File: config.mk
export PLATFORM = sky130hd
export DESIGN_NAME = tsbus_arbiter_flat
export DESIGN_NICKNAME = d
export VERILOG_FILES = /design/src/rtl/tsbus_pkg.sv /design/src/rtl/tsbus_arbiter_if.sv /design/src/rtl/rr_pick.sv /design/src/rtl/tsbus_arbiter.sv /design/src/flat_wrapper.sv
export SDC_FILE = /design/constraint.sdc
export NUM_CORES = 1
export LEC_CHECK = 0
export BUFFER_PORTS_ARGS = -buffer_cell sky130_fd_sc_hd__buf_2
export CELL_PAD_IN_SITES_DETAIL_PLACEMENT = 0
export CELL_PAD_IN_SITES_GLOBAL_PLACEMENT = 1
export CORE_MARGIN = 5
export CORE_UTILIZATION = 46
export CTS_CLUSTER_SIZE = 14
export DETAILED_ROUTE_END_ITERATION = 10
export PLACE_DENSITY = 0.93
export REMOVE_ABC_BUFFERS = 1
export SKIP_LAST_GASP = 1
export SLEW_MARGIN = 20
export SYNTH_ARGS = -nofsm -noshare
export SYNTH_HDL_FRONTEND = slang
export SYNTH_SLANG_ARGS = --single-unit
File: constraint.sdc
create_clock -name clk -period 3.2 [get_ports clk]
set_input_delay 0.16 -clock clk [delete_from_list [all_inputs] [get_ports clk]]
set_output_delay 0.16 -clock clk [all_outputs]
set_load 0.005 [all_outputs]
File: src/rtl/tsbus_pkg.sv
// Shared types and helpers for the tristate-bus arbiter: FSM states, requester
// count and one-hot/index conversions matching the 2-to-4 select decoder.
package tsbus_pkg;
  localparam int NREQ  = 4;
  localparam int IDX_W = 2;

  typedef enum logic [1:0] {
    IDLE  = 2'd0,
    GRANT = 2'd1,
    TURN  = 2'd2
  } state_t;

  function automatic logic [NREQ-1:0] idx2onehot(input logic [IDX_W-1:0] idx);
    logic [NREQ-1:0] oh;
    oh      = '0;
    oh[idx] = 1'b1;
    return oh;
  endfunction

  function automatic logic [IDX_W-1:0] onehot2idx(input logic [NREQ-1:0] oh);
    logic [IDX_W-1:0] idx;
    idx = '0;
    for (int i = 0; i < NREQ; i++) begin
      if (oh[i]) idx = IDX_W'(i);
    end
    return idx;
  endfunction
endpackage

File: src/rtl/tsbus_arbiter_if.sv
// Request/enable bundle between the four bus drivers and the arbiter.
interface tsbus_arbiter_if;
  import tsbus_pkg::*;

  logic [NREQ-1:0]  req;
  logic [NREQ-1:0]  gnt;
  logic [IDX_W-1:0] sel;
  logic             bus_busy;
  logic             hold_exp;

  modport master (output req, input gnt, input sel, input bus_busy, input hold_exp);
  modport slave  (input req, output gnt, output sel, output bus_busy, output hold_exp);
endinterface

File: src/rtl/rr_pick.sv
// Combinational round-robin pick: first set request at or after ptr+1, wrapping.
module rr_pick
  import tsbus_pkg::*;
(
  input  logic [NREQ-1:0]  req,
  input  logic [IDX_W-1:0] ptr,
  output logic             valid,
  output logic [IDX_W-1:0] idx
);

  // Walk from the farthest offset down so the nearest requester is written last.
  always_comb begin
    valid = 1'b0;
    idx   = ptr;
    for (int off = NREQ; off >= 1; off--) begin
      if (req[ptr + IDX_W'(off)]) begin
        valid = 1'b1;
        idx   = ptr + IDX_W'(off);
      end
    end
  end

endmodule

File: src/rtl/tsbus_arbiter.sv
// Round-robin owner sequencer for a four-driver tristate line: one-hot enables,
// per-grant hold limit and an all-off turnaround gap between owners.
module tsbus_arbiter
  import tsbus_pkg::*;
#(
  parameter int unsigned MAX_HOLD = 8,
  parameter int unsigned TURN_CYC = 1
) (
  input  logic             clk,
  input  logic             rst_n,
  tsbus_arbiter_if.slave   bus
);

  localparam logic [7:0] HOLD_LIM = 8'(MAX_HOLD);
  localparam logic [3:0] TURN_LIM = 4'(TURN_CYC);

  state_t           state_q, state_d;
  logic [7:0]       hold_q, hold_d;
  logic [3:0]       turn_q, turn_d;
  logic [IDX_W-1:0] ptr_q, ptr_d;
  logic [IDX_W-1:0] sel_q, sel_d;
  logic [NREQ-1:0]  gnt_q, gnt_d;
  logic             busy_q, busy_d;
  logic             hexp_q, hexp_d;

  logic             pick_vld;
  logic [IDX_W-1:0] pick_idx;
  logic             arb_now;

  rr_pick u_pick (
    .req   (bus.req),
    .ptr   (ptr_q),
    .valid (pick_vld),
    .idx   (pick_idx)
  );

  always_comb begin
    state_d = state_q;
    hold_d  = hold_q;
    turn_d  = turn_q;
    ptr_d   = ptr_q;
    sel_d   = sel_q;
    gnt_d   = gnt_q;
    busy_d  = busy_q;
    hexp_d  = 1'b0;
    arb_now = 1'b0;

    case (state_q)
      IDLE: arb_now = 1'b1;
      GRANT: begin
        // sel_q holds the current owner throughout the grant.
        if (!bus.req[sel_q] || (hold_q >= HOLD_LIM)) begin
          state_d = TURN;
          gnt_d   = '0;
          busy_d  = 1'b0;
          ptr_d   = sel_q;
          turn_d  = 4'd1;
          hold_d  = 8'd0;
          hexp_d  = bus.req[sel_q];
        end else begin
          hold_d = hold_q + 8'd1;
        end
      end
      TURN: begin
        if (turn_q >= TURN_LIM) begin
          arb_now = 1'b1;
          turn_d  = 4'd0;
        end else begin
          turn_d = turn_q + 4'd1;
        end
      end
      default: state_d = IDLE;
    endcase

    if (arb_now) begin
      if (pick_vld) begin
        state_d = GRANT;
        gnt_d   = idx2onehot(pick_idx);
        sel_d   = pick_idx;
        busy_d  = 1'b1;
        hold_d  = 8'd1;
      end else begin
        state_d = IDLE;
      end
    end
  end

  always_ff @(posedge clk) begin
    if (!rst_n) begin
      state_q <= IDLE;
      hold_q  <= 8'd0;
      turn_q  <= 4'd0;
      ptr_q   <= 2'd3;
      sel_q   <= 2'd0;
      gnt_q   <= '0;
      busy_q  <= 1'b0;
      hexp_q  <= 1'b0;
    end else begin
      state_q <= state_d;
      hold_q  <= hold_d;
      turn_q  <= turn_d;
      ptr_q   <= ptr_d;
      sel_q   <= sel_d;
      gnt_q   <= gnt_d;
      busy_q  <= busy_d;
      hexp_q  <= hexp_d;
    end
  end

  assign bus.gnt      = gnt_q;
  assign bus.sel      = sel_q;
  assign bus.bus_busy = busy_q;
  assign bus.hold_exp = hexp_q;

endmodule

File: src/flat_wrapper.sv
// flat-port wrapper written by rule: the top's interface ports become plain ports
module tsbus_arbiter_flat import tsbus_pkg::*;
#(
  parameter int unsigned MAX_HOLD = 8,
  parameter int unsigned TURN_CYC = 1
)
  (clk, rst_n, bus_req, bus_gnt, bus_sel, bus_bus_busy, bus_hold_exp);
  tsbus_arbiter_if bus_i ();
  input  logic clk;
  input  logic rst_n;
  input wire logic [$bits(bus_i.req)-1:0] bus_req;
  output wire logic [$bits(bus_i.gnt)-1:0] bus_gnt;
  output wire logic [$bits(bus_i.sel)-1:0] bus_sel;
  output wire logic [$bits(bus_i.bus_busy)-1:0] bus_bus_busy;
  output wire logic [$bits(bus_i.hold_exp)-1:0] bus_hold_exp;
  assign bus_i.req = bus_req;
  assign bus_gnt = bus_i.gnt;
  assign bus_sel = bus_i.sel;
  assign bus_bus_busy = bus_i.bus_busy;
  assign bus_hold_exp = bus_i.hold_exp;
  tsbus_arbiter #(.MAX_HOLD(MAX_HOLD), .TURN_CYC(TURN_CYC)) u_core (.clk(clk), .rst_n(rst_n), .bus(bus_i));
endmodule
======== Word level (Yosys, flattened, before mapping) ========
Cells that the tools add are included.
storage, ports and cells
  register bits ........................... 24
  input bits .............................. 6
  logic and storage cells ................. 78
cells by class
  add/sub/neg operators ................... 5
  order comparisons ....................... 9
  mux-type cells .......................... 40
  reductions and logical operators ........ 11
  equal/unequal tests ..................... 5
operators by type and width
  cell                                                                    number
  8-bit 2-to-1 mux                                                        4
  4-bit 2-to-1 mux                                                        6
  2-bit by 3-bit < comparator with 1-bit output (second input constant)   6
  1-bit 2-to-1 mux                                                        16
  1-bit binary-select mux with 2-bit select                               5
  2-bit 2-to-1 mux                                                        5
  8-bit by 1-bit adder with 8-bit output (second input constant)          1
  8-bit by 4-bit >= comparator with 1-bit output (second input constant)  1
  4-bit one-hot mux with 2 select lines                                   1
  2-bit AND reduction                                                     4
  2-bit adder (second input constant)                                     2
  4-bit by 1-bit adder with 4-bit output (second input constant)          1
  4-bit by 1-bit >= comparator with 1-bit output (second input constant)  1
  2-bit by 1-bit != test with 1-bit output (second input constant)        2
  2-bit one-hot mux with 2 select lines                                   1
  3-bit by 1-bit != test with 1-bit output (second input constant)        1
  3-bit AND reduction                                                     1
  2-bit by 1-bit adder with 2-bit output (second input constant)          1
  1-bit demux with 2-bit select                                           1
  2-bit by 1-bit == test with 1-bit output (second input constant)        1
  2-bit == test (second input constant)                                   1
  2-bit by 1-bit >= comparator with 1-bit output (second input constant)  1
  2-bit logical NOT                                                       1
  1-bit one-hot mux with 2 select lines                                   1
  other kinds (5)                                                         5

======== Longest topological paths before layout ========
Gate-level depths: netlist of run 1.
  word-level depth ........................ 12
  depth in mapped cells ................... 6
  gate-level depth less buffers ........... 6

======== By module ========
From an unflattened synthesis of run 1, not the netlist that was laid out.
second synthesis, totals
  cell total of the unflattened synthesis .. 131
  area, all modules ....................... 1143.6 sq um
modules (own cells, without submodules)
  module         area each (sq um)  cells an instance  times used
  tsbus_arbiter  1061.0             117                1
  rr_pick        82.6               14                 1

======== Worst setup path after synthesis of run 1 ========
No wires, ideal clock.
  kind .................................... register -> register
  from .................................... register u_core.turn_q[0]
  to ...................................... register u_core.gnt_q[1] (netlist: u_core.bus.gnt[1])
  clock period less this slack ............ 1.695 ns
  arrival time ............................ 1.627 ns
  setup time .............................. 0.067 ns
  data required time ...................... 3.133 ns
  cell stages (with the launch flop) ...... 7
  setup slack ............................. 1.505 ns
  cells stage by stage .................... dfxtp_1 -> inv_1 -> ha_1 -> nor4b_2 -> a211o_4 -> or3_1 -> a21oi_2
on the way
  word-level cells in the longest chain between the ends .. 4
RTL lines
  element                                         line                  RTL
  from (decl)                                     tsbus_arbiter.sv:19   logic [3:0] turn_q, turn_d;
  from (signal assigned)                          tsbus_arbiter.sv:101  turn_q <= turn_d;
  4-bit by 1-bit >= comparator with 1-bit output  tsbus_arbiter.sv:65   if (turn_q >= TURN_LIM) begin
  1-bit 2-to-1 mux                                tsbus_arbiter.sv:65
  1-bit one-hot mux with 2 select lines           tsbus_arbiter.sv:48   case (state_q)
  4-bit 2-to-1 mux                                tsbus_arbiter.sv:75   if (arb_now) begin
  to (signal assigned)                            tsbus_arbiter.sv:104  gnt_q <= gnt_d;
  to (decl)                                       tsbus_arbiter.sv:22   logic [NREQ-1:0] gnt_q, gnt_d;
Every way passes these cells.
A chain may end at the register's enable or synchronous reset.

======== Final worst setup path of run 1 ========
  from .................................... register u_core.turn_q[0]
  to ...................................... register u_core.gnt_q[2] (netlist: u_core.bus.gnt[2])
The elaborated chain is that of the path after synthesis.

==> Flow_metrics.wiki, run 1 <==
{| class="wikitable"
! Metric !! Value
|-
| Number of levels in the clock H-tree || 1
|-
| Die boundary height || around 60 um
|-
| Design Area, Final || around 0.0013 sq mm
|-
| Sequence of cells on the critical path || inv_1 -> ha_1 -> nor4b_2 -> a211oi_2 -> nand3_1 -> a21oi_1
|-
| Status || finished, final reports clean
|-
| Number of enable flip-flop cells after synthesis || 0
|-
| Minimum setup slack among reg-to-reg paths || about 1400 ps
|-
| Hold Buf Count CTS || 0
|-
| R2R cell count || 6
|-
| Final min period || about 1800 ps
|-
| Maximum number of pins on one net before global-route repair || 15
|-
| Clock-pin slew on the worst setup and hold paths || around 120 ps
|-
| Number of vias per cell after detailed routing || between 5 and 6
|-
| Fraction of the yosys area taken by sequential cells || between 40% and 50%
|-
| Fill cell total of the finished layout || 232
|-
| Mean instance size in the synthesized netlist || roughly 9.0 sq um
|-
| Buffers on Ports || 13
|-
| Final weighted congestion of routability-driven global placement || roughly 0.74
|-
| Terminus of the critical flop-to-flop path || u_core.bus.gnt[2]
|-
| Synth top area cells || sky130_fd_sc_hd__dfxtp_1 41%, sky130_fd_sc_hd__ha_1 5.4%, sky130_fd_sc_hd__nor2_1 5.1%
|-
| Final Cycle Share || between 50% and 60%
|-
| Final Core Density || 52.3%
|-
| Maximum VDD drop || about 0.37 mV
|-
| Number of antenna violations at the first check in global routing || 0
|-
| Hold wc startpoint || rst_n
|-
| Hold-critical path endpoint || u_core.ptr_q[1]
|-
| Number of global-route vias before repair || 953
|-
| RSZ-0062 raised after global routing || false
|-
| Number of endpoints with negative hold slack in the final report || 0
|-
| Commonest cells after routing, fill and taps aside || 24 x sky130_fd_sc_hd__dfxtp_1, 16 x sky130_fd_sc_hd__nor2_1, 13 x sky130_fd_sc_hd__buf_2
|-
| Total I/O pin count || 14
|-
| Number of setup buffers added after CTS || 0
|-
| Data arrival time of the critical path || 2080 ps
|-
| Residual DRC || 0
|-
| Area taken by multi-input logic gates || roughly 660 sq um
|-
| Netlist cell types || 40
|-
| HPWL after detailed placement || around 1.8 mm
|-
| Cell taking the most area after synthesis || sky130_fd_sc_hd__dfxtp_1
|-
| Top FF cell, synth || sky130_fd_sc_hd__dfxtp_1
|-
| Wirelength, routed || about 2.3 mm
|-
| Synth warn || 0
|-
| Max Fclk || about 540 MHz
|-
| Layout Nets || about 160
|-
| Cell at the root of the clock tree || sky130_fd_sc_hd__clkbuf_4
|-
| Fraction of final layout cells sized beyond drive strength 1 || approximately 17%
|-
| Pwr dens || around 500 mW/mm^2
|-
| Clock Sinks || 24
|-
| Leftover overflow at the end of global routing || 0
|-
| Overall power consumption || around 0.00065 W
|-
| Final antenna-violating net count || 0
|-
| Area growth from synthesis to final layout || 9.97%
|-
| Register area || a little under 500 sq um
|-
| Top-area cell type share of the netlist area || ~40%
|-
| Hold path depth || 2
|-
| Final number of max-transition violations || 0
|-
| CTS max path bufs || 2
|-
| Slowest cell on crit path || sky130_fd_sc_hd__a211oi_2
|-
| Worst clock skew || ~3.1 ps
|-
| # resized after CTS || 0
|-
| Die area || roughly 0.0036 sq mm
|-
| Most common cell after layout, fill and taps aside || sky130_fd_sc_hd__dfxtp_1
|-
| Cell area reported after detailed placement || approximately 0.0013 sq mm
|-
| Vias post-DR || 945
|-
| Static power due to leakage || between 0.5 and 0.6 nW
|-
| Iteration-0 DRC Markers || 28
|-
| Post-DR wirelength/cell || 13.2 um
|-
| Critical Path Source Type || register
|-
| Cell row count || 18
|-
| Post-synth ARST share || 0%
|-
| Crit Path Max Fanout || 10
|-
| Maximum capacitance violations || 0
|-
| Final setup viols || 0
|-
| CTS Buf Count || 3
|-
| Reg-to-Reg Start || u_core.turn_q[0]
|-
| Global-route wire length before repair || 4.06 mm
|-
| Core Footprint || around 0.0025 sq mm
|-
| Clock latency on the worst-skew pair || 310 ps
|-
| Setup total negative slack || 0 ps
|-
| Path class of the lowest-slack min-delay path || input port to register
|-
| Gr usage total || approximately 15%
|-
| Drt first pass iters || 4
|-
| Category of the critical setup timing path || register to register
|-
| Slowest stage delay, CP || 600 ps
|-
| Syn Std Cell Area || 0.00117 sq mm
|-
| Clock tree from TritonCTS || built
|-
| Kind of end point of the critical path || register
|-
| FF+latch count, synth || 24
|-
| Number of instances in the synthesized netlist || ~130
|-
| Chip Width || roughly 60 um
|-
| Effective utilization at floorplan || 47.6%
|-
| Transition time at the pin with the least slew margin || ~660 ps
|-
| Worst slew slack as a fraction of its limit || approximately 56%
|-
| Crit path required time || 3450 ps
|-
| Number of antenna cells inserted || 0
|}
## per-layer routing
| layer | up-vias | routed length (um) | GRT usage [%] | part of all wire (%) |
|---|---|---|---|---|
| met5 | - | 0 | 0 | 0 |
| met4 | 0 | 13 | 6.96 | 0.57 |
| met3 | 2 | 46 | 2.55 | 2.0 |
| met2 | 11 | 1140 | 25.0 | 50 |
| met1 | 448 | 1090 | 18.1 | 48 |
| li1 | 484 | - | - | - |
## synthesized netlist by cell type, types with 2 or more instances
cell type                  count
sky130_fd_sc_hd__nand2_1      11
sky130_fd_sc_hd__nand3_1       6
sky130_fd_sc_hd__xnor2_1       2
sky130_fd_sc_hd__dfxtp_1      24
sky130_fd_sc_hd__inv_1         6
sky130_fd_sc_hd__and3_1        3
sky130_fd_sc_hd__mux2i_1       2
sky130_fd_sc_hd__a22o_1        2
sky130_fd_sc_hd__a22oi_1       2
sky130_fd_sc_hd__nand4_1       2
sky130_fd_sc_hd__a21oi_1       9
sky130_fd_sc_hd__nor2_1       16
sky130_fd_sc_hd__and2_1        2
sky130_fd_sc_hd__o21a_1        2
sky130_fd_sc_hd__nor2b_1       3
sky130_fd_sc_hd__nand2b_1      3
sky130_fd_sc_hd__a211oi_2      2
sky130_fd_sc_hd__ha_1          5
sky130_fd_sc_hd__nor3_1        3
sky130_fd_sc_hd__xor2_1        4
## worst max path at each step
| stage | startpoint | cells past startpoint | end |
|---|---|---|---|
| 5_1_grt | u_core.turn_q[0] | 6 | u_core.bus.sel[0] |
| 4_1_cts | u_core.turn_q[0] | 6 | u_core.bus.sel[0] |
| 3_3_place_gp | u_core.turn_q[0] | 6 | u_core.bus.gnt[1] |
| 6_report | u_core.turn_q[0] | 6 | u_core.bus.gnt[2] |
| 2_1_floorplan | u_core.turn_q[0] | 6 | u_core.bus.gnt[1] |
| 3_5_place_dp | u_core.turn_q[0] | 6 | u_core.bus.sel[0] |
## registers in the layout (all words and copies together), names as in the netlist
name	count
u_core.hold_q	8
u_core.bus.gnt	4
u_core.turn_q	4
u_core.bus.sel	2
u_core.ptr_q	2
u_core.state_q	2
u_core.bus.bus_busy	1
u_core.bus.hold_exp	1
## critical path: cells and delay by family (launching register included)
kind                     cells  cell delay (ps)
AO/OA/AOI/OAI                2              770
adder cells (fa/ha/maj)      1              200
buffers and inverters        1               70
flip-flops                   1              410
AND/OR/NAND/NOR              2              320
## cell type report
| cell class | instances | share of cell area [%] |
|---|---|---|
| Clock buffer | 3 | 1.75 |
| Inverter | 6 | 1.75 |
| Multi-Input combinational cell | 97 | 51.1 |
| Sequential cell | 24 | 37.4 |
| Tap cell | 30 | 2.92 |
| Timing Repair Buffer | 13 | 5.07 |
## per-stage QoR
| stage | std cells | hold slack [ps] | setup WS [ps] |
|---|---|---|---|
| global route | 173 | 68.0 | 1200 |
| global placement | 170 | 400 | 1470 |
| detailed placement | 170 | 404 | 1380 |
| finish | 173 | 82.1 | 1360 |
| CTS | 173 | 75.0 | 1360 |
| floorplan | 127 | 222 | 1500 |
## logic make-up after synthesis
group / count (synthesis) / synth area share [%]
flip-flops: 24 / 41.2
XOR/XNOR: 6 / 4.50
buffers and inverters: 8 / 2.68
AO/OA/AOI/OAI: 25 / 16.0
multiplexers: 3 / 3.64
AND/OR/NAND/NOR: 58 / 26.7
adder cells (fa/ha/maj): 5 / 5.36
## where the power goes
part	internal [W]	switching, W	total [W]
combinational	0.0000747	0.0000946	0.000169
sequential	0.000325	0.0000273	0.000352
clock	0.0000440	0.0000843	0.000128
Power figures use the tool's default switching activity.
==> inputs of run 2 (changes only) <==
--- a/config.mk
+++ b/config.mk
@@ -9,10 +9,10 @@
 export CELL_PAD_IN_SITES_DETAIL_PLACEMENT = 0
 export CELL_PAD_IN_SITES_GLOBAL_PLACEMENT = 1
 export CORE_MARGIN = 5
-export CORE_UTILIZATION = 46
+export CORE_UTILIZATION = 38
 export CTS_CLUSTER_SIZE = 14
 export DETAILED_ROUTE_END_ITERATION = 10
-export PLACE_DENSITY = 0.93
+export PLACE_DENSITY = 0.83
 export REMOVE_ABC_BUFFERS = 1
 export SKIP_LAST_GASP = 1
 export SLEW_MARGIN = 20
==> constraint.sdc (replaced) <==
create_clock -name clk -period 1.5 [get_ports clk]
set_input_delay 0.075 -clock clk [delete_from_list [all_inputs] [get_ports clk]]
set_output_delay 0.075 -clock clk [all_outputs]
set_load 0.005 [all_outputs]
==> run 2 against run 1 <==
  * The flow now finishes with violations (negative setup slack)
  * Register-to-register slack got worse by 1400 ps
  * Combinational power rose to 3.5 times the previous value
  * Total power rose to 2.6 times the previous value
  * Largest cell class unchanged
==> Flow_metrics.wiki, run 2 (synthesis gave the netlist of run 1 again) <==
{| class="wikitable"
! Metric !! Value
|-
| Vias post-DR || 1046 (+11%)
|-
| Crit Path Max Fanout || 3 (-7)
|-
| Gate family responsible for the most delay along the worst path || simple AND/OR/NAND/NOR gates
|-
| Pwr dens || 1080 mW/mm^2 (+110%)
|-
| Chip Width || 65.4 um (+8.4%)
|-
| Final Cycle Share || 105% (+48 points)
|-
| Most common cell after layout, fill and taps aside || sky130_fd_sc_hd__dfxtp_1
|-
| Slowest cell on crit path || sky130_fd_sc_hd__dfxtp_2
|-
| Maximum number of pins on one net before global-route repair || 15 (unchanged)
|-
| Transition time at the pin with the least slew margin || 428 ps (-232 ps)
|-
| Final Core Density || 51.9% (-0.42 points)
|-
| Final setup slack of the worst path || -79.4 ps (-1440 ps)
|-
| Number of global-route vias before repair || 1096 (+15%)
|-
| Status || finished, violations left
|-
| Worst slew slack as a fraction of its limit || 71.4% (+16 points)
|-
| Fill cell total of the finished layout || 286 (+23%)
|-
| RSZ-0062 raised after global routing || true
|-
| Crit path required time || 1760 ps (-1690 ps)
|-
| Kind of end point of the critical path || register
|-
| Clock latency on the worst-skew pair || 320 ps (about the same)
|-
| Worst clock skew || 5.20 ps (+2.07 ps)
|-
| Number of antenna cells inserted || 0 (unchanged)
|-
| Flip-flop count of the largest register after layout || 8 (unchanged)
|-
| Final min period || 1580 ps (-259 ps)
|-
| Maximum capacitance violations || 0 (unchanged)
|-
| Fraction of final layout cells sized beyond drive strength 1 || 39.4% (+22 points)
|-
| Largest register by flop count || u_core.hold_q
|-
| Final antenna-violating net count || 0 (unchanged)
|-
| Core Footprint || 0.00300 sq mm (+22%)
|-
| Buffers on Ports || 13 (unchanged)
|-
| Area growth from synthesis to final layout || 33.4%
|-
| Maximum VDD drop || 0.478 mV (+29%)
|-
| Critical Path Source Type || register
|-
| Cell area reported after detailed placement || 0.00140 sq mm (+11%)
|-
| Layout Nets || 177 (+13%)
|-
| Residual DRC || 0 (unchanged)
|-
| Wirelength, routed || 2.73 mm (+20%)
|-
| Cell row count || 20 (+2)
|-
| Cell at the root of the clock tree || sky130_fd_sc_hd__clkbuf_4
|-
| Die area || 0.00428 sq mm (+17%)
|-
| Max Fclk || 633 MHz (+16%)
|-
| CTS Buf Count || 3 (unchanged)
|-
| CTS max path bufs || 2 (unchanged)
|-
| Clock tree from TritonCTS || built
|-
| Slowest stage delay, CP || 370 ps (-230 ps)
|-
| Effective utilization at floorplan || 38.9% (-8.7 points)
|-
| Clock-pin slew on the worst setup and hold paths || 130 ps (about the same)
|-
| Violated checks || negative setup slack
|-
| Commonest cells after routing, fill and taps aside || 21 x sky130_fd_sc_hd__dfxtp_1, 19 x sky130_fd_sc_hd__buf_4, 13 x sky130_fd_sc_hd__nor2_1, 13 x sky130_fd_sc_hd__buf_2, 11 x sky130_fd_sc_hd__nand2_1
|-
| Number of levels in the clock H-tree || 1 (unchanged)
|-
| Number of endpoints with negative hold slack in the final report || 0 (unchanged)
|-
| Setup total negative slack || -216 ps (-216 ps)
|-
| Fin cells || 198 (+14%)
|-
| Post-DR wirelength/cell || 13.8 um (+4.6%)
|-
| Static power due to leakage || 0.670 nW (+26%)
|-
| Clock Sinks || 24 (unchanged)
|-
| Final setup viols || 6 (+6)
|-
| Total I/O pin count || 14 (unchanged)
|-
| Number of antenna violations at the first check in global routing || 0 (unchanged)
|-
| Final number of max-transition violations || 0 (unchanged)
|-
| Path class of the lowest-slack min-delay path || input port to register
|-
| Design Area, Final || 0.00156 sq mm (+21%)
|-
| Sequence of cells on the critical path || inv_2 -> ha_2 -> nor4b_4 -> a211o_4 -> or3_4 -> a21oi_2
|-
| Die boundary height || 65.4 um (+8.4%)
|-
| Number of instances in the placed design || 191 (+12%)
|-
| Final weighted congestion of routability-driven global placement || 0.817 (+9.9%)
|-
| Category of the critical setup timing path || register to register
|-
| Drt first pass iters || 4 (unchanged)
|-
| Number of vias per cell after detailed routing || 5.28 (-3.3%)
|-
| Overall power consumption || 0.00168 W (+160%)
|-
| Data arrival time of the critical path || 1840 ps (-240 ps)
|-
| Iteration-0 DRC Markers || 24 (-14%)
|-
| Leftover overflow at the end of global routing || 0 (unchanged)
|-
| Global-route wire length before repair || 4.56 mm (+12%)
|-
| Buf/Inv on CP || 1 (unchanged)
|-
| Gr usage total || 13.4% (-1.3 points)
|-
| HPWL after detailed placement || 1.97 mm (+12%)
|}
-- run 2: cell types whose count changed in the layout (fill, tap and decap cells not counted), moves of 2 or more --
cell	delta
sky130_fd_sc_hd__dfxtp_1	-3
sky130_fd_sc_hd__a21oi_1	-2
sky130_fd_sc_hd__dfxtp_2	+3
sky130_fd_sc_hd__inv_1	-2
sky130_fd_sc_hd__inv_2	+2
sky130_fd_sc_hd__and2_4	+2
sky130_fd_sc_hd__buf_4	+19
sky130_fd_sc_hd__ha_2	+2
sky130_fd_sc_hd__and2_1	-2
sky130_fd_sc_hd__nand3_4	+2
sky130_fd_sc_hd__nor2_1	-3
sky130_fd_sc_hd__nor2_2	+2
sky130_fd_sc_hd__ha_1	-2
-- run 2: repair_timing --
action / 4_1_cts / 5_1_grt
endpoints found under the setup margin: 22 / 22
endpoints found under the hold margin: 1 / 0
hold buffers: 1 / 0
gates resized for setup: 15 / 11
setup buffers: 1 / 1
pin swaps: 18 / 4
-- run 2: worst register-to-register path, delay by kind of cell (launching register included) --
family          cells  cell delay, ps
flops               1             370
compound gates      2             460
buf+inv             1              30
simple gates        2             510
fa+ha+maj           1             160
-- run 2: metal layers --
| layer | wire length, um | global-route usage (%) |
|---|---|---|
| met3 | 83 | 3.25 |
| met2 | 1460 | 23.5 |
| met4 | 51 | 5.44 |
| met1 | 1130 | 15.6 |
| met5 | 0 | 0 |
-- run 2: through the flow --
step                      hold WS (ps)  setup WS, ps
final                              318         -79.4
after detailed placement           316          -206
after global routing               357          -141
after floorplan                    137          -195
after global placement             310          -152
after CTS                          308         -69.1
-- run 2: cell type report --
type	instances	area, sq um	share of cell area, %
multi-input combinational	97	744	47.8
sequential	24	484	31.1
timing repair buffer	34	229	14.7
tap	33	41.3	2.65
clock buffer	4	36.3	2.33
inverter	6	22.5	1.45
-- run 2: path summary, 6_finish.rpt --
kind	start	end	slack, ps	depth (start not counted)
worst max register to register	u_core.turn_q[0]	u_core.bus.gnt[1]	-80	6
worst min-delay path	bus_req[0]	u_core.bus.gnt[0]	320	5
worst max-delay path	u_core.turn_q[0]	u_core.bus.gnt[1]	-80	6
worst min register to register	u_core.bus.gnt[3]	u_core.bus.gnt[3]	480	2
-- run 2: power breakdown --
part	switching, W	leakage [nW]	internal [W]
registers	0.0000499	0.197	0.000695
clock network	0.000197	0.0210	0.000148
logic	0.000283	0.452	0.000305
==> inputs of run 3 (changes only) <==
--- a/config.mk
+++ b/config.mk
@@ -9,10 +9,10 @@
 export CELL_PAD_IN_SITES_DETAIL_PLACEMENT = 0
 export CELL_PAD_IN_SITES_GLOBAL_PLACEMENT = 1
 export CORE_MARGIN = 5
-export CORE_UTILIZATION = 38
+export CORE_UTILIZATION = 46
 export CTS_CLUSTER_SIZE = 14
 export DETAILED_ROUTE_END_ITERATION = 10
-export PLACE_DENSITY = 0.83
+export PLACE_DENSITY = 0.93
 export REMOVE_ABC_BUFFERS = 1
 export SKIP_LAST_GASP = 1
 export SLEW_MARGIN = 20
==> constraint.sdc (replaced) <==
create_clock -name clk -period 1.9 [get_ports clk]
set_input_delay 0.095 -clock clk [delete_from_list [all_inputs] [get_ports clk]]
set_output_delay 0.095 -clock clk [all_outputs]
set_load 0.005 [all_outputs]
==> run 3 against run 2 <==
  * The flow now finishes without violations
  * Register-to-register slack gained 180 ps
  * Sequential share of layout area up 6.2 points
  * Maximum frequency fell by 12%
  * Wire length down 17%
  * Clock power fell by 37%
  * Final cell count fell by 13%
  * Final area down 17%
  * Critical endpoint unchanged
==> Flow_metrics.wiki, run 3 (synthesis gave the netlist of run 1 again) <==
{| class="wikitable"
! Metric !! Value
|-
| Number of setup buffers added after CTS || 0 (-1)
|-
| Net switching power || 0.000354 W (-33%)
|-
| Maximum number of pins on one net before global-route repair || 15 (unchanged)
|-
| CTS Buf Count || 3 (unchanged)
|-
| Post-DR wirelength/cell || 13.2 um (-4.5%)
|-
| Kind of end point of the critical path || register
|-
| Area growth from synthesis to final layout || 10.7%
|-
| Cell at the root of the clock tree || sky130_fd_sc_hd__clkbuf_4
|-
| Gate family responsible for the most delay along the worst path || simple AND/OR/NAND/NOR gates
|-
| Crit path required time || 2150 ps (+390 ps)
|-
| Die area || 0.00365 sq mm (-15%)
|-
| Slowest stage delay, CP || 400 ps (+30 ps)
|-
| Most common cell after layout, fill and taps aside || sky130_fd_sc_hd__dfxtp_1
|-
| R2R cell count || 6 (unchanged)
|-
| Path class of the lowest-slack min-delay path || input port to register
|-
| Static power due to leakage || 0.532 nW (-21%)
|-
| RSZ-0062 raised after global routing || true
|-
| Post-placement setup slack || 81.8 ps (+288 ps)
|-
| Design Area, Final || 0.00129 sq mm (-17%)
|-
| Register area || 482 sq um (-0.52%)
|-
| Max Fclk || 556 MHz (-12%)
|-
| Part of the power in the clock network || 19.7% (-0.9 points)
|-
| Maximum capacitance violations || 0 (unchanged)
|-
| Core Footprint || 0.00245 sq mm (-18%)
|-
| Crit Path Max Fanout || 7 (+4)
|-
| Clock latency on the worst-skew pair || 310 ps (about the same)
|-
| Final worst hold slack || 18.5 ps (-300 ps)
|-
| Worst clock skew || 1.32 ps (-3.87 ps)
|-
| Chip Width || 60.4 um (-7.7%)
|-
| Number of vias per cell after detailed routing || 5.48 (+3.7%)
|-
| Switching share of power || 32.0% (+0.47 points)
|-
| Final number of max-transition violations || 0 (unchanged)
|-
| Number of endpoints with negative hold slack in the final report || 0 (unchanged)
|-
| Pwr dens || 854 mW/mm^2 (-21%)
|-
| Iteration-0 DRC Markers || 17 (-29%)
|-
| Residual DRC || 0 (unchanged)
|-
| Drt first pass iters || 4 (unchanged)
|-
| Status || finished, final reports clean
|-
| Final antenna-violating net count || 0 (unchanged)
|-
| Maximum VDD drop || 0.624 mV (+30%)
|-
| Gr usage total || 14.7% (+1.3 points)
|-
| Global-route wire length before repair || 4.06 mm (-11%)
|-
| Internal power component || 0.000750 W (-35%)
|-
| Final min period || 1800 ps (+220 ps)
|-
| Commonest cells after routing, fill and taps aside || 23 x sky130_fd_sc_hd__dfxtp_1, 16 x sky130_fd_sc_hd__nor2_1, 13 x sky130_fd_sc_hd__buf_2
|-
| Data arrival time of the critical path || 2050 ps (+210 ps)
|-
| Largest register by flop count || u_core.hold_q
|-
| Area taken by multi-input logic gates || 663 sq um (-11%)
|-
| Number of global-route vias before repair || 953 (-13%)
|-
| Critical Path Source Type || register
|-
| Transition time at the pin with the least slew margin || 793 ps (+365 ps)
|-
| Setup total negative slack || 0 ps (+216 ps)
|-
| Fill cell total of the finished layout || 230 (-20%)
|-
| Register share of total power || 53.9% (+9.5 points)
|-
| Leftover overflow at the end of global routing || 0 (unchanged)
|-
| Category of the critical setup timing path || register to register
|-
| Number of levels in the clock H-tree || 1 (unchanged)
|-
| Number of antenna violations at the first check in global routing || 0 (unchanged)
|-
| Die boundary height || 60.4 um (-7.7%)
|-
| Overall power consumption || 0.00110 W (-34%)
|-
| Combinational group share of total power || 26.3% (-8.7 points)
|-
| Final Cycle Share || 94.7% (-11 points)
|-
| Flip-flop count of the largest register after layout || 8 (unchanged)
|-
| Fraction of final layout cells sized beyond drive strength 1 || 18.2% (-21 points)
|-
| HPWL after detailed placement || 1.76 mm (-11%)
|-
| CTS max path bufs || 2 (unchanged)
|-
| Clock tree from TritonCTS || built
|-
| Cell row count || 18 (-10%)
|-
| Effective utilization at floorplan || 47.6% (+8.7 points)
|-
| Wirelength, routed || 2.28 mm (-17%)
|-
| Hold path depth || 2 (-3)
|-
| Final weighted congestion of routability-driven global placement || 0.744 (-9.0%)
|-
| Critical path depth || 6 (unchanged)
|-
| Buffers on Ports || 13 (unchanged)
|-
| Sequence of cells on the critical path || inv_1 -> ha_1 -> nor4b_2 -> a211o_4 -> or3_1 -> a21oi_2
|-
| Cell area reported after detailed placement || 0.00126 sq mm (-9.9%)
|-
| Final setup slack of the worst path || 101 ps (+180 ps)
|-
| Layout Nets || 156 (-12%)
|-
| Total I/O pin count || 14 (unchanged)
|-
| Number of antenna cells inserted || 0 (unchanged)
|-
| Clock Sinks || 24 (unchanged)
|-
| Vias post-DR || 948 (-9.4%)
|-
| Worst slew slack as a fraction of its limit || 46.6% (-25 points)
|-
| Clock-pin slew on the worst setup and hold paths || 120 ps (about the same)
|-
| Buf/Inv on CP || 1 (unchanged)
|-
| Slowest cell on crit path || sky130_fd_sc_hd__or3_1
|-
| Final setup viols || 0 (-6)
|}
## run 3: per-stage QoR
step                instances  util, %
global placement          170     51.4
global route              173     52.7
CTS                       173     52.3
detailed placement        170     51.4
finish                    173     52.7
floorplan                 127        -
## run 3: worst reg2reg max path: stages (launching register included)
cell and delay, ps:
sky130_fd_sc_hd__dfxtp_1 370, sky130_fd_sc_hd__inv_1 80, sky130_fd_sc_hd__ha_1 180, sky130_fd_sc_hd__nor4b_2 190
sky130_fd_sc_hd__a211o_4 380, sky130_fd_sc_hd__or3_1 400, sky130_fd_sc_hd__a21oi_2 140
## run 3: routing by layer
metal	vias to the layer above	wire [um]	global-route usage [%]
met3	7	43	2.55
met4	0	49	6.96
met2	14	1100	25.0
met5	-	0	0
met1	446	1090	18.1
li1	481	-	-
## run 3: what timing repair did
| action | in CTS | in global routing |
|---|---|---|
| hold buffers | 0 | 0 |
| resized for setup | 0 | 2 |
| setup endpoints to repair | 0 | 4 |
## run 3: area by class of cell
cell class,instances,share of cell area [%]
inverter,6,1.74
timing repair buffer,13,5.03
tap,30,2.90
sequential,24,37.3
clock buffer,3,1.74
multi-input combinational,97,51.3
## run 3: power by group through the flow
stage / Clock [W] / Combinational (W) / Sequential [W]
5_1_grt: 0.000255 / 0.000327 / 0.000603
2_1_floorplan: 0 / 0.000208 / 0.000597
3_5_place_dp: 0 / 0.000287 / 0.000603
6_report: 0.000218 / 0.000291 / 0.000596
4_1_cts: 0.000227 / 0.000287 / 0.000592
3_3_place_gp: 0 / 0.000276 / 0.000601
## run 3: path summary, 6_finish.rpt
kind | start | end | slack [ps]
setup / recovery | u_core.turn_q[1] | u_core.bus.gnt[1] | 100
hold / removal | rst_n | u_core.ptr_q[1] | 20
setup reg to reg | u_core.turn_q[1] | u_core.bus.gnt[1] | 100
hold reg to reg | u_core.bus.gnt[3] | u_core.bus.gnt[3] | 480
